File: src/rtl/btn_pkg.sv
// Shared types and sizing helpers for the multi-channel push-button conditioner.
package btn_pkg;

    typedef enum logic [2:0] {
        IDLE     = 3'd0,
        ARM      = 3'd1,
        PRESSED  = 3'd2,
        HELD     = 3'd3,
        REL_WAIT = 3'd4
    } btn_state_t;

    localparam int DB_CYC_DEF   = 100000;
    localparam int HOLD_CYC_DEF = 50000000;
    localparam int RPT_CYC_DEF  = 10000000;

    // Width that holds the largest of the three cycle counts without wrapping.
    function automatic int cnt_width(input int db, input int hold, input int rpt);
        int m;
        m = db;
        if (hold > m) begin
            m = hold;
        end else begin
            m = m;
        end
        if (rpt > m) begin
            m = rpt;
        end else begin
            m = m;
        end
        if ($clog2(m + 1) < 1) begin
            return 1;
        end else begin
            return $clog2(m + 1);
        end
    endfunction

endpackage

File: src/rtl/btn_debounce_ch.sv
// One button channel: 2-FF synchroniser, stability filter FSM, hold/repeat
// counters and registered level/pulse outputs.
module btn_debounce_ch
    import btn_pkg::*;
#(
    parameter int DB_CYC     = DB_CYC_DEF,
    parameter int HOLD_CYC   = HOLD_CYC_DEF,
    parameter int RPT_CYC    = RPT_CYC_DEF,
    parameter bit ACTIVE_LOW = 1'b0
) (
    input  logic clk,
    input  logic rst,
    input  logic i_btn,
    output logic o_level,
    output logic o_press,
    output logic o_release,
    output logic o_hold,
    output logic o_repeat
);

    localparam int CW = cnt_width(DB_CYC, HOLD_CYC, RPT_CYC);
    localparam logic [CW-1:0] C_ONE  = CW'(1);
    localparam logic [CW-1:0] C_MAX  = {CW{1'b1}};
    localparam logic [CW-1:0] C_DB   = CW'(DB_CYC);
    localparam logic [CW-1:0] C_HOLD = CW'(HOLD_CYC);
    localparam logic [CW-1:0] C_RPT  = CW'(RPT_CYC);
    localparam bit DB_ONE = (DB_CYC <= 1);
    localparam bit RPT_EN = (RPT_CYC != 0);

    logic          r_sync1;
    logic          r_sync2;
    btn_state_t    r_state;
    logic          r_ret_held;
    logic [CW-1:0] r_db_cnt;
    logic [CW-1:0] r_hold_cnt;
    logic          r_level;
    logic          r_press;
    logic          r_release;
    logic          r_hold;
    logic          r_repeat;

    logic          w_s;
    logic [CW-1:0] w_db_inc;
    logic [CW-1:0] w_hold_inc;
    btn_state_t    w_state_nxt;
    logic          w_ret_held_nxt;
    logic [CW-1:0] w_db_nxt;
    logic [CW-1:0] w_hold_nxt;
    logic          w_level_nxt;
    logic          w_press_nxt;
    logic          w_release_nxt;
    logic          w_hold_nxt_p;
    logic          w_repeat_nxt;

    // Two-flop synchroniser for the asynchronous pin.
    always_ff @(posedge clk or posedge rst) begin
        if (rst) begin
            r_sync1 <= 1'b0;
            r_sync2 <= 1'b0;
        end else begin
            r_sync1 <= i_btn;
            r_sync2 <= r_sync1;
        end
    end

    assign w_s        = ACTIVE_LOW ? ~r_sync2 : r_sync2;
    assign w_db_inc   = (r_db_cnt == C_MAX) ? r_db_cnt : r_db_cnt + C_ONE;
    assign w_hold_inc = (r_hold_cnt == C_MAX) ? r_hold_cnt : r_hold_cnt + C_ONE;

    // Next-state, counter and pulse decode.
    always_comb begin
        w_state_nxt    = r_state;
        w_ret_held_nxt = r_ret_held;
        w_db_nxt       = r_db_cnt;
        w_hold_nxt     = r_hold_cnt;
        w_level_nxt    = r_level;
        w_press_nxt    = 1'b0;
        w_release_nxt  = 1'b0;
        w_hold_nxt_p   = 1'b0;
        w_repeat_nxt   = 1'b0;
        case (r_state)
            IDLE: begin
                if (w_s) begin
                    if (DB_ONE) begin
                        w_state_nxt = PRESSED;
                        w_level_nxt = 1'b1;
                        w_press_nxt = 1'b1;
                        w_db_nxt    = {CW{1'b0}};
                        w_hold_nxt  = {CW{1'b0}};
                    end else begin
                        w_state_nxt = ARM;
                        w_db_nxt    = C_ONE;
                    end
                end else begin
                    w_db_nxt = {CW{1'b0}};
                end
            end
            ARM: begin
                if (w_s) begin
                    if (w_db_inc >= C_DB) begin
                        w_state_nxt = PRESSED;
                        w_level_nxt = 1'b1;
                        w_press_nxt = 1'b1;
                        w_db_nxt    = {CW{1'b0}};
                        w_hold_nxt  = {CW{1'b0}};
                    end else begin
                        w_db_nxt = w_db_inc;
                    end
                end else begin
                    w_state_nxt = IDLE;
                    w_db_nxt    = {CW{1'b0}};
                end
            end
            PRESSED, HELD: begin
                if (w_s) begin
                    if (r_state == PRESSED) begin
                        if (w_hold_inc >= C_HOLD) begin
                            w_state_nxt  = HELD;
                            w_hold_nxt_p = 1'b1;
                            w_repeat_nxt = 1'b1;
                            w_hold_nxt   = {CW{1'b0}};
                        end else begin
                            w_hold_nxt = w_hold_inc;
                        end
                    end else if (RPT_EN) begin
                        if (w_hold_inc >= C_RPT) begin
                            w_repeat_nxt = 1'b1;
                            w_hold_nxt   = {CW{1'b0}};
                        end else begin
                            w_hold_nxt = w_hold_inc;
                        end
                    end else begin
                        w_hold_nxt = r_hold_cnt;
                    end
                end else begin
                    w_ret_held_nxt = (r_state == HELD);
                    if (DB_ONE) begin
                        w_state_nxt    = IDLE;
                        w_level_nxt    = 1'b0;
                        w_release_nxt  = 1'b1;
                        w_db_nxt       = {CW{1'b0}};
                        w_hold_nxt     = {CW{1'b0}};
                        w_ret_held_nxt = 1'b0;
                    end else begin
                        w_state_nxt = REL_WAIT;
                        w_db_nxt    = C_ONE;
                    end
                end
            end
            REL_WAIT: begin
                // hold_cnt is deliberately untouched so a bounce resumes the long-press count.
                if (!w_s) begin
                    if (w_db_inc >= C_DB) begin
                        w_state_nxt    = IDLE;
                        w_level_nxt    = 1'b0;
                        w_release_nxt  = 1'b1;
                        w_db_nxt       = {CW{1'b0}};
                        w_hold_nxt     = {CW{1'b0}};
                        w_ret_held_nxt = 1'b0;
                    end else begin
                        w_db_nxt = w_db_inc;
                    end
                end else begin
                    w_state_nxt = r_ret_held ? HELD : PRESSED;
                    w_db_nxt    = {CW{1'b0}};
                end
            end
            default: begin
                w_state_nxt    = IDLE;
                w_ret_held_nxt = 1'b0;
                w_db_nxt       = {CW{1'b0}};
                w_hold_nxt     = {CW{1'b0}};
                w_level_nxt    = 1'b0;
            end
        endcase
    end

    // State, counters and registered outputs.
    always_ff @(posedge clk or posedge rst) begin
        if (rst) begin
            r_state    <= IDLE;
            r_ret_held <= 1'b0;
            r_db_cnt   <= {CW{1'b0}};
            r_hold_cnt <= {CW{1'b0}};
            r_level    <= 1'b0;
            r_press    <= 1'b0;
            r_release  <= 1'b0;
            r_hold     <= 1'b0;
            r_repeat   <= 1'b0;
        end else begin
            r_state    <= w_state_nxt;
            r_ret_held <= w_ret_held_nxt;
            r_db_cnt   <= w_db_nxt;
            r_hold_cnt <= w_hold_nxt;
            r_level    <= w_level_nxt;
            r_press    <= w_press_nxt;
            r_release  <= w_release_nxt;
            r_hold     <= w_hold_nxt_p;
            r_repeat   <= w_repeat_nxt;
        end
    end

    assign o_level   = r_level;
    assign o_press   = r_press;
    assign o_release = r_release;
    assign o_hold    = r_hold;
    assign o_repeat  = r_repeat;

endmodule

File: src/rtl/btn_debounce_multi.sv
// N_CH independent button conditioners; output bit g belongs to input bit g.
module btn_debounce_multi
    import btn_pkg::*;
#(
    parameter int N_CH       = 4,
    parameter int DB_CYC     = DB_CYC_DEF,
    parameter int HOLD_CYC   = HOLD_CYC_DEF,
    parameter int RPT_CYC    = RPT_CYC_DEF,
    parameter bit ACTIVE_LOW = 1'b0
) (
    input  logic            clk,
    input  logic            rst,
    input  logic [N_CH-1:0] i_btn,
    output logic [N_CH-1:0] o_level,
    output logic [N_CH-1:0] o_press,
    output logic [N_CH-1:0] o_release,
    output logic [N_CH-1:0] o_hold,
    output logic [N_CH-1:0] o_repeat
);

    genvar g;
    generate
        for (g = 0; g < N_CH; g++) begin : g_ch
            btn_debounce_ch #(
                .DB_CYC    (DB_CYC),
                .HOLD_CYC  (HOLD_CYC),
                .RPT_CYC   (RPT_CYC),
                .ACTIVE_LOW(ACTIVE_LOW)
            ) u_ch (
                .clk      (clk),
                .rst      (rst),
                .i_btn    (i_btn[g]),
                .o_level  (o_level[g]),
                .o_press  (o_press[g]),
                .o_release(o_release[g]),
                .o_hold   (o_hold[g]),
                .o_repeat (o_repeat[g])
            );
        end
    endgenerate

endmodule

File: config.mk
export PLATFORM = sky130hd
export DESIGN_NAME = btn_debounce_multi
export DESIGN_NICKNAME = d
export VERILOG_FILES = /design/src/rtl/btn_pkg.sv /design/src/rtl/btn_debounce_ch.sv /design/src/rtl/btn_debounce_multi.sv
export SDC_FILE = /design/constraint.sdc
export NUM_CORES = 1
export LEC_CHECK = 0
export CORE_ASPECT_RATIO = 1.4
export CORE_UTILIZATION = 50
export DETAILED_ROUTE_END_ITERATION = 10
export HOLD_SLACK_MARGIN = 0.1
export PLACE_DENSITY = 0.69
export SYNTH_ARGS = -nofsm -noshare
export SYNTH_HDL_FRONTEND = slang
export SYNTH_SLANG_ARGS = --single-unit
File: constraint.sdc
create_clock -name clk -period 11.6 [get_ports clk]
set_input_delay 2.9 -clock clk [delete_from_list [all_inputs] [get_ports clk]]
set_output_delay 2.9 -clock clk [all_outputs]
set_load 0.01 [all_outputs]
== After elaboration in Yosys (flattened, before gate mapping) ==
Index checks and enable logic that the tools add are counted.
Operators by class
  add/subtract/negate cells: 8
  order comparisons: 12
  equality and inequality tests: 68
  multiplexer cells: 184
  bitwise operators: 12
  reduce and logical (&&, ||, !) cells: 32
Operator list (number)
  $mux 26: 52
  $pmux 26 s4: 8
  $add 26x1->26 const B: 8
  $eq 26x26->1 const B: 8
  $ge 26x17->1 const B: 4
  $ge 26x24->1 const B: 4
  $ge 26x26->1 const B: 4
  $mux 3: 32
  $mux 1: 80
  $pmux 3 s4: 4
  $ne 2x1->1 const B: 20
  $reduce_and 5->1: 8
  $ne 3x3->1 const B: 12
  $reduce_and 4->1: 8
  $eq 3x2->1 const B: 8
  $pmux 1 s3: 8
  $ne 2x2->1 const B: 8
  $reduce_or 2->1: 8
  $eq 3x1->1 const B: 4
  $eq 3x3->1 const B: 4
  $logic_not 3->1: 4
  $ne 3x1->1 const B: 4
  $not 1->1: 12
  $reduce_or 3->1: 4
Word-level totals
  register bits after elaboration: 252
  input bits: 6
  output and inout port bits: 20
  word-level logic and storage cells: 360

== Longest topological paths before layout ==
  word-level depth: 7
  gate-level depth with buffers: 15
  gate-level depth less buffers: 11

== Cells and area by module ==
A second synthesis with hierarchy kept.
Unflattened totals
  cells, all modules: 2180
  area, all modules: 18046.1 um^2
By module, submodules not included
  btn_debounce_ch (g_ch[0].u_ch ...): instances 3, cells an instance 552, area an instance 4564.4 um^2, sequential area each 1576.5 um^2
  btn_debounce_ch (g_ch[3].u_ch): instances 1, cells an instance 524, area an instance 4352.9 um^2, sequential area each 1576.5 um^2

== Worst setup path after synthesis ==
OpenSTA, ideal clock, no wires.
  path type: reg2out
  start: reg g_ch[2].u_ch.r_level
  end: out o_level[2]
  arrival: 504 ps
  data required time: 8700 ps
  slack: 8196 ps
  stages on the path, launching flop included: 2
  buffers on the path: 1
  path through: dfrtp_1 buf_4
RTL lines
  start: declaration: RTL line btn_debounce_ch.sv:36  | logic r_level;
  start signal: assignment: RTL line btn_debounce_ch.sv:195  | r_level <= w_level_nxt;
  end: declaration: RTL line btn_debounce_multi.sv:14  | output logic [N_CH-1:0] o_level,
No word-level cell between the ends.

== Final worst setup path ==
  start: reg g_ch[0].u_ch.r_hold_cnt[3]
  end: reg g_ch[0].u_ch.r_hold_cnt[14]
Between the ends
  longest elaborated chain between the ends: 7
  elaborated cells on any way between the ends: 10
  those cells by class: add/sub (1); order compare (2); eq/ne (1); mux (6)
RTL lines
  start: declaration: RTL line btn_debounce_ch.sv:35  | logic [CW-1:0] r_hold_cnt;
  start signal: assignment: RTL line btn_debounce_ch.sv:184  | r_hold_cnt <= {CW{1'b0}};
  start signal: assignment: RTL line btn_debounce_ch.sv:194  | r_hold_cnt <= w_hold_nxt;
  $add 26x1->26 or $eq 26x26->1 (tied branches): RTL line btn_debounce_ch.sv:68  | assign w_hold_inc = (r_hold_cnt == C_MAX) ? r_hold_cnt : r_hold_cnt + C_ONE;
  $mux 26 (*): RTL line btn_debounce_ch.sv:68
  $ge 26x24->1 or $ge 26x26->1 (tied branches): RTL line btn_debounce_ch.sv:126, btn_debounce_ch.sv:117
  $mux 26, on equally long branches: RTL line btn_debounce_ch.sv:126, btn_debounce_ch.sv:117
  $mux 26 (*): RTL line btn_debounce_ch.sv:116  | if (r_state == PRESSED) begin
  $mux 26 (*): RTL line btn_debounce_ch.sv:115  | if (w_s) begin
  $pmux 26 s4 (*): RTL line btn_debounce_ch.sv:81  | case (r_state)
Every way passes the cells marked *; elsewhere a longest branch is shown, timed or not. The select of a mux whose other input is x is not followed.
A chain may end at the register's enable or synchronous reset.

==> impl_summary.txt <==
----------------------------------------------------
[STA]
  Min Clock Period, post-route ... 4.79 ns
  Highest attainable clock frequency ... between 0.2 and 0.25 GHz
  Share of the clock period used by the worst path after layout ... 41.3%
  Worst-case clock skew ... between 0.02 and 0.025 ns
  Final number of setup-violating endpoints ... 0
  Slew at the pin with the worst max-slew slack ... 1.25 ns
  Setup TNS ... 0 ns
  Slew headroom ... 16.2%
  Count of final hold-check violations ... 0
  Final Slew Violations ... 0
  RSZ-0062 raised after global routing ... false

[Yosys]
  Number of distinct library cells after synthesis ... 99
  Number of warning messages in the yosys log ... 0
  Synthesized net count ... about 2200
  Post-Syn Area per Cell ... approximately 8 um2
  EDFF count, synth ... 0
  Primary FF master, synth ... dfrtp_1
  Register bit count reported by yosys ... between 200 and 300
  Top post-synthesis cells by area ... dfrtp_1, a21oi_1, nand2_1
  Cell taking the most area after synthesis ... dfrtp_1
  Sequential share of the synthesized area ... between 30% and 40%
  Number of cells produced by synthesis ... ~2200
  Post-synthesis async set-or-reset flop share ... 100%
  Share of the synthesized area in the top cell type ... a little over a third
  Synthesized area ... 17700 um2

[Worst setup path]
  Cell type of the slowest stage on the worst timing path ... nor4_2
  First element of the critical path ... g_ch[0].u_ch.r_hold_cnt[3]
  Arrival time at the worst endpoint ... about 5.2 ns
  Critical Path Start Type ... flip-flop
  Source of the worst register-to-register timing path ... g_ch[0].u_ch.r_hold_cnt[3]
  Dominant delay contributor by cell family on the critical path ... simple AND/OR/NAND/NOR gates
  Delay of the slowest critical-path stage ... 1.18 ns
  Critical Path End Type ... flip-flop
  Worst Path Required ... between 10 and 15 ns
  Category of the most critical setup path ... flip-flop to flip-flop
  Cell Chain, Critical Path ... nand4_1, nor4_2, a21oi_1, mux2i_1, a2111oi_2, a2111oi_1, o31ai_2, a21oi_2, buf_4, nand2_1, o311ai_1
  Crit path buffers/inverters ... 1
  Maximum fanout encountered on the critical timing path ... 23

[Place]
  RD Place Congestion ... between 0.9 and 1
  Placed wire-length estimate after detailed placement ... approximately 31000 um
  Buffers added on ports ... 25

[Floorplan]
  Die ar. ... 36200 um2
  Num ports ... 26
  Site row count ... between 80 and 90
  Horiz. Die Dim ... 161 um
  Die Span Y ... ~220 um
  Initial Utilization ... between 50% and 60%
  Area of the core ... between 30000 and 40000 um2

[Clocking]
  Count of hold buffers inserted by post-cts repair ... 0
  Post-CTS Repair Setup Buffers ... 0
  Clock Latency Late Sink ... between 0.5 and 0.6 ns
  Clk slew on worst S/H paths ... 0.06 ns
  Number of sinks on the clock net ... around 250
  H-tree depth ... 1
  Clock buffer depth ... 3
  Total of cells resized after clock tree synthesis ... 0
  Number of buffers added by the clock tree synthesis step ... 28
  Library cell used as clock root buffer ... clkbuf_16
  CTS tree ... done

[Global route]
  Global-route wire length before repair ... roughly 75000 um
  Grt total ovfl ... 0
  Vias in the first global route ... 15900
  GR peak layer ... met2
  Routing usage on met1 ... 29.4%
  Met2 usage ... between 40% and 50%
  Largest net degree at the start of global routing ... 110
  Total GRT Usage ... between 20% and 30%
  Global routing usage on met3 ... 2.64%
  Number of antenna violations at the first check in global routing ... 0

[Detailed routing]
  Number of antenna-violating nets in the routed design ... 0
  Residual DRC ... 0
  First-pass DRT Iterations ... 6
  Detailed Route WL ... 44400 um
  Average routed wire per standard cell ... 17.1 um
  Number of vias after detailed routing ... around 17000
  First DRT Iteration DRCs ... between 1000 and 1500
  Avg Vias per Cell ... 6.45

[Cells and area]
  Area growth syn-to-layout ... 6.86%
  Antenna Diode Count ... 0
  Largest registers ranked by flip-flop count ... g_ch.u_ch.r_db_cnt x104, g_ch.u_ch.r_hold_cnt x104, g_ch.u_ch.r_state x12
  Filler cells ... about 3300
  Final core utilization ... between 50 and 60%
  Top library cells by usage in the layout, fill and taps aside ... dfrtp_1, nand2_1, nor2_1
  Net count reported at finish ... between 2000 and 2500
  Share of cells above drive strength 1 ... under 10%
  Most frequent standard cell in the layout excluding fill and tap cells ... dfrtp_1

[Worst hold path]
  Hold Path Class ... flip-flop to flip-flop
  Critical hold path startpoint ... g_ch[2].u_ch.r_sync1

[Job]
  Max-cap violations ... 0

[Power]
  Power density of the placed cells ... a little over 100 nW/um2
  Worst supply voltage drop on vdd ... 0.000103 V
  Standby leakage power ... 0.00713 uW

[Outcome]
  Outcome ... finished, final reports clean

----------------------------------------------------
## metrics by stage
stage / setup WS, ns / area, um2 / power (uW) / std cells / hold slack [ns]
floorplan: 1.77 / 17700 / 973 / 2198 / 0.331
global placement: 6.57 / 17900 / 987 / 2546 / 0.331
detailed placement: 6.53 / 17900 / 989 / 2546 / 0.336
CTS: 6.83 / 18900 / 1970 / 2595 / 0.351
global route: 6.37 / 18900 / 2020 / 2595 / 0.353
finish: 6.81 / 18900 / 1950 / 2595 / 0.348
## synth_stat cells (7+ instances only)
| cell | instances |
|---|---|
| and2_1 | 50 |
| o21a_1 | 8 |
| xnor2_1 | 45 |
| a31oi_1 | 49 |
| or2_2 | 13 |
| inv_1 | 101 |
| o211ai_1 | 24 |
| a211oi_1 | 15 |
| nor3_1 | 75 |
| o211a_1 | 8 |
| o21ai_1 | 34 |
| nor2_1 | 164 |
| mux2i_1 | 31 |
| ha_1 | 8 |
| a21oi_1 | 158 |
| or3_1 | 19 |
| o31ai_1 | 11 |
| nand2b_1 | 25 |
| a2111oi_0 | 10 |
| nand3_1 | 116 |
| a21o_1 | 17 |
| or4_1 | 16 |
| o221ai_1 | 12 |
| a22o_1 | 17 |
| nor2b_1 | 11 |
| dfrtp_1 | 252 |
| mux2_2 | 7 |
| o22ai_1 | 29 |
| clkbuf_1 | 64 |
| xor2_1 | 11 |
| nand2_1 | 204 |
| buf_4 | 26 |
| a22oi_1 | 7 |
| o21ai_0 | 148 |
| nor4_1 | 34 |
| and3_1 | 53 |
| buf_2 | 47 |
| and4_1 | 26 |
| o41ai_1 | 7 |
| nor4_2 | 11 |
| a41oi_1 | 8 |
| nand4_1 | 83 |
## path summary, 6_finish.rpt
| check | depth (start not counted) | to | slack (ns) |
|---|---|---|---|
| min in group asynchronous | 2 | g_ch[1].u_ch.r_db_cnt[13] | 2.87 |
| max in group asynchronous | 3 | g_ch[2].u_ch.r_hold_cnt[18] | 7.22 |
| max reg2reg | 11 | g_ch[0].u_ch.r_hold_cnt[14] | 6.81 |
| min reg2reg | 0 | g_ch[2].u_ch.r_sync2 | 0.35 |
| min | 0 | g_ch[2].u_ch.r_sync2 | 0.35 |
| max | 11 | g_ch[0].u_ch.r_hold_cnt[14] | 6.81 |
## layout make-up
class / count / area (um2) / share of cell area, %
multi-input cells: 1698 / 10300 / 54.5
flip-flops and latches: 252 / 6310 / 33.3
clock buffers: 32 / 746 / 3.94
well taps: 456 / 571 / 3.01
inverters: 102 / 390 / 2.06
repair buffers: 38 / 348 / 1.84
clock inverters: 17 / 264 / 1.39
## cell families (layout without fill, tap and decap cells)
| family | after synthesis | after routing | share of synthesized area, % |
|---|---|---|---|
| multiplexers | 38 | 38 | 2.20 |
| AND/OR/NAND/NOR | 935 | 935 | 28.2 |
| AO/OA/AOI/OAI | 661 | 661 | 24.4 |
| flip-flops | 252 | 252 | 35.6 |
| buffers and inverters | 248 | 189 | 6.29 |
| adder cells (fa/ha/maj) | 8 | 8 | 0.565 |
| XOR/XNOR | 56 | 56 | 2.77 |
## report_power, final
| part | internal [uW] | total (uW) | switching (uW) |
|---|---|---|---|
| clock network | 595 | 975 | 380 |
| registers | 887 | 902 | 14.5 |
| logic | 22.3 | 69.6 | 47.4 |
## worst reg2reg max path: stages, from the launching register on
cell	delay [ns]
dfrtp_1	0.45
nand4_1	0.48
nor4_2	1.18
a21oi_1	0.28
mux2i_1	0.28
a2111oi_2	0.07
a2111oi_1	0.61
o31ai_2	0.14
a21oi_2	0.16
buf_4	0.30
nand2_1	0.36
o311ai_1	0.39
## per-layer routing
layer | wire, um | vias up
li1 | - | 8056
met1 | 18600 | 8073
met2 | 22600 | 484
met3 | 2020 | 113
met4 | 1240 | 0
met5 | 0 | -
(Power assumes the default switching activity.)
==> edit (same settings) <==
Add an input register stage for `i_btn`, without a reset; this delays it by one clock.
--- a/src/rtl/btn_debounce_multi.sv
+++ b/src/rtl/btn_debounce_multi.sv
@@ -19,4 +19,10 @@
 );
 
+    logic [N_CH-1:0] i_btn_q;
+
+    always_ff @(posedge clk) begin
+        i_btn_q <= i_btn;
+    end
+
     genvar g;
     generate
@@ -30,5 +36,5 @@
                 .clk      (clk),
                 .rst      (rst),
-                .i_btn    (i_btn[g]),
+                .i_btn    (i_btn_q[g]),
                 .o_level  (o_level[g]),
                 .o_press  (o_press[g]),
Behaviour: no difference found for any inputs over 4 cycles, from zero or initial values and one cycle with rst high; that may be too few to reach the edited logic, so the function may still have changed.
==> edit against the unedited design <==
Hold slack worse by 18 ps. First-iteration DRC count rose by 18%. Routed wire length increased by 2.0%. Area after synthesis rose by 0.61%. Setup slack better by 150 ps. Sequential share of layout area up 0.48 points. Sequential cell count increased by 4. Synthesized cell count shrank 1.7%. Final area fell by 0.17%. Via count about the same. Global-route usage increased by 0.51 points. Critical path depth unchanged. Total power shrank 2.8%. Critical path type unchanged. Critical endpoint is now g_ch[1].u_ch.r_db_cnt[13]. Highest routed layer unchanged.
==> edit: results (changes against the unedited design) <==
routed_wl_mm: 45.3  # was 44.4 mm
worstHoldStart: "i_btn_q[0]"  # was g_ch[2].u_ch.r_sync1
worstSetupStartpoint: "g_ch[1].u_ch.r_db_cnt[0]"  # was g_ch[0].u_ch.r_hold_cnt[3]
wl_per_cell_um: 17.8  # was 17.1 um
outcome: "finished, final reports clean"  # unchanged
layout_setup_ws_ps: 6960  # was 6810 ps
synth_top_cells_by_count: "dfrtp_1, nand2_1, nor2_1"  # unchanged
finalNetCount: 2081  # was 2134
p_leak_nw: 6.95  # was 7.13 nW
worstHoldEndpoint: "g_ch[0].u_ch.r_sync1"  # was g_ch[2].u_ch.r_sync2
met2_usage_pct: 44.6  # was 44.2%
grt.met3_usage_pct: 2.43  # was 2.64%
dpl.cell_count: 2493  # was 2546
grt_pass1_vias: 15500  # was 15900
drive_gt1_share_pct: 5.80  # was 6.40%
n_fill_cell: 3302  # was 3266
grt_max_degree: 124  # was 110
crit_slowest_cell: "nor3_4"  # was nor4_2
dr_wl_met3_mm: 1.72  # was 2.02 mm
gp_congestion: 0.916  # was 0.961
reg2reg_from: "g_ch[1].u_ch.r_db_cnt[0]"  # was g_ch[0].u_ch.r_hold_cnt[3]
holdWs_ps: 330  # was 348 ps
drtIter0Drc: 1398  # was 1189
slowest_delay_ps: 830  # was 1180 ps
powerClk_uw: 926  # was 975 uW
use_met1_pct: 30.7  # was 29.4%
async_flop_share_pct: 98.4  # was 100%
wl_met2_mm: 23.0  # was 22.6 mm
clock_latency_ps: 560  # was 580 ps
vias: 16700  # about the same
placed_cell_area_um2: 18000  # was 17900 um^2
==> edit: changes by cell type after synthesis, moves of 12 or more <==
cell / before / now
nor2_1: 164 / 144
and2_1: 50 / 34
a21oi_1: 158 / 113
clkbuf_1: 64 / 76
o21ai_0: 148 / 132
inv_1: 101 / 78
a2bb2oi_1: 2 / 14
a31oi_1: 49 / 82
o31ai_1: 11 / 42
nand2_1: 204 / 223
o21ai_1: 34 / 12
nand3_1: 116 / 92
==> edit: cell type report <==
type / instances / area, um^2 / area share (%)
clock buffers: 36 / 792 / 4.19
well taps: 456 / 571 / 3.02
repair buffers: 35 / 325 / 1.72
clock inverters: 14 / 160 / 0.847
multi-input cells: 1667 / 10400 / 54.8
inverters: 79 / 304 / 1.61
flip-flops and latches: 256 / 6390 / 33.8
==> edit: cell families after synthesis <==
group           count (synthesis)  synth area share (%)
compound gates                663                  25.5
xor+xnor                       67                  3.29
fa+ha+maj                       8                 0.561
buf+inv                       237                  6.12
flops                         256                  35.8
mux                            30                  1.73
simple gates                  899                  26.9
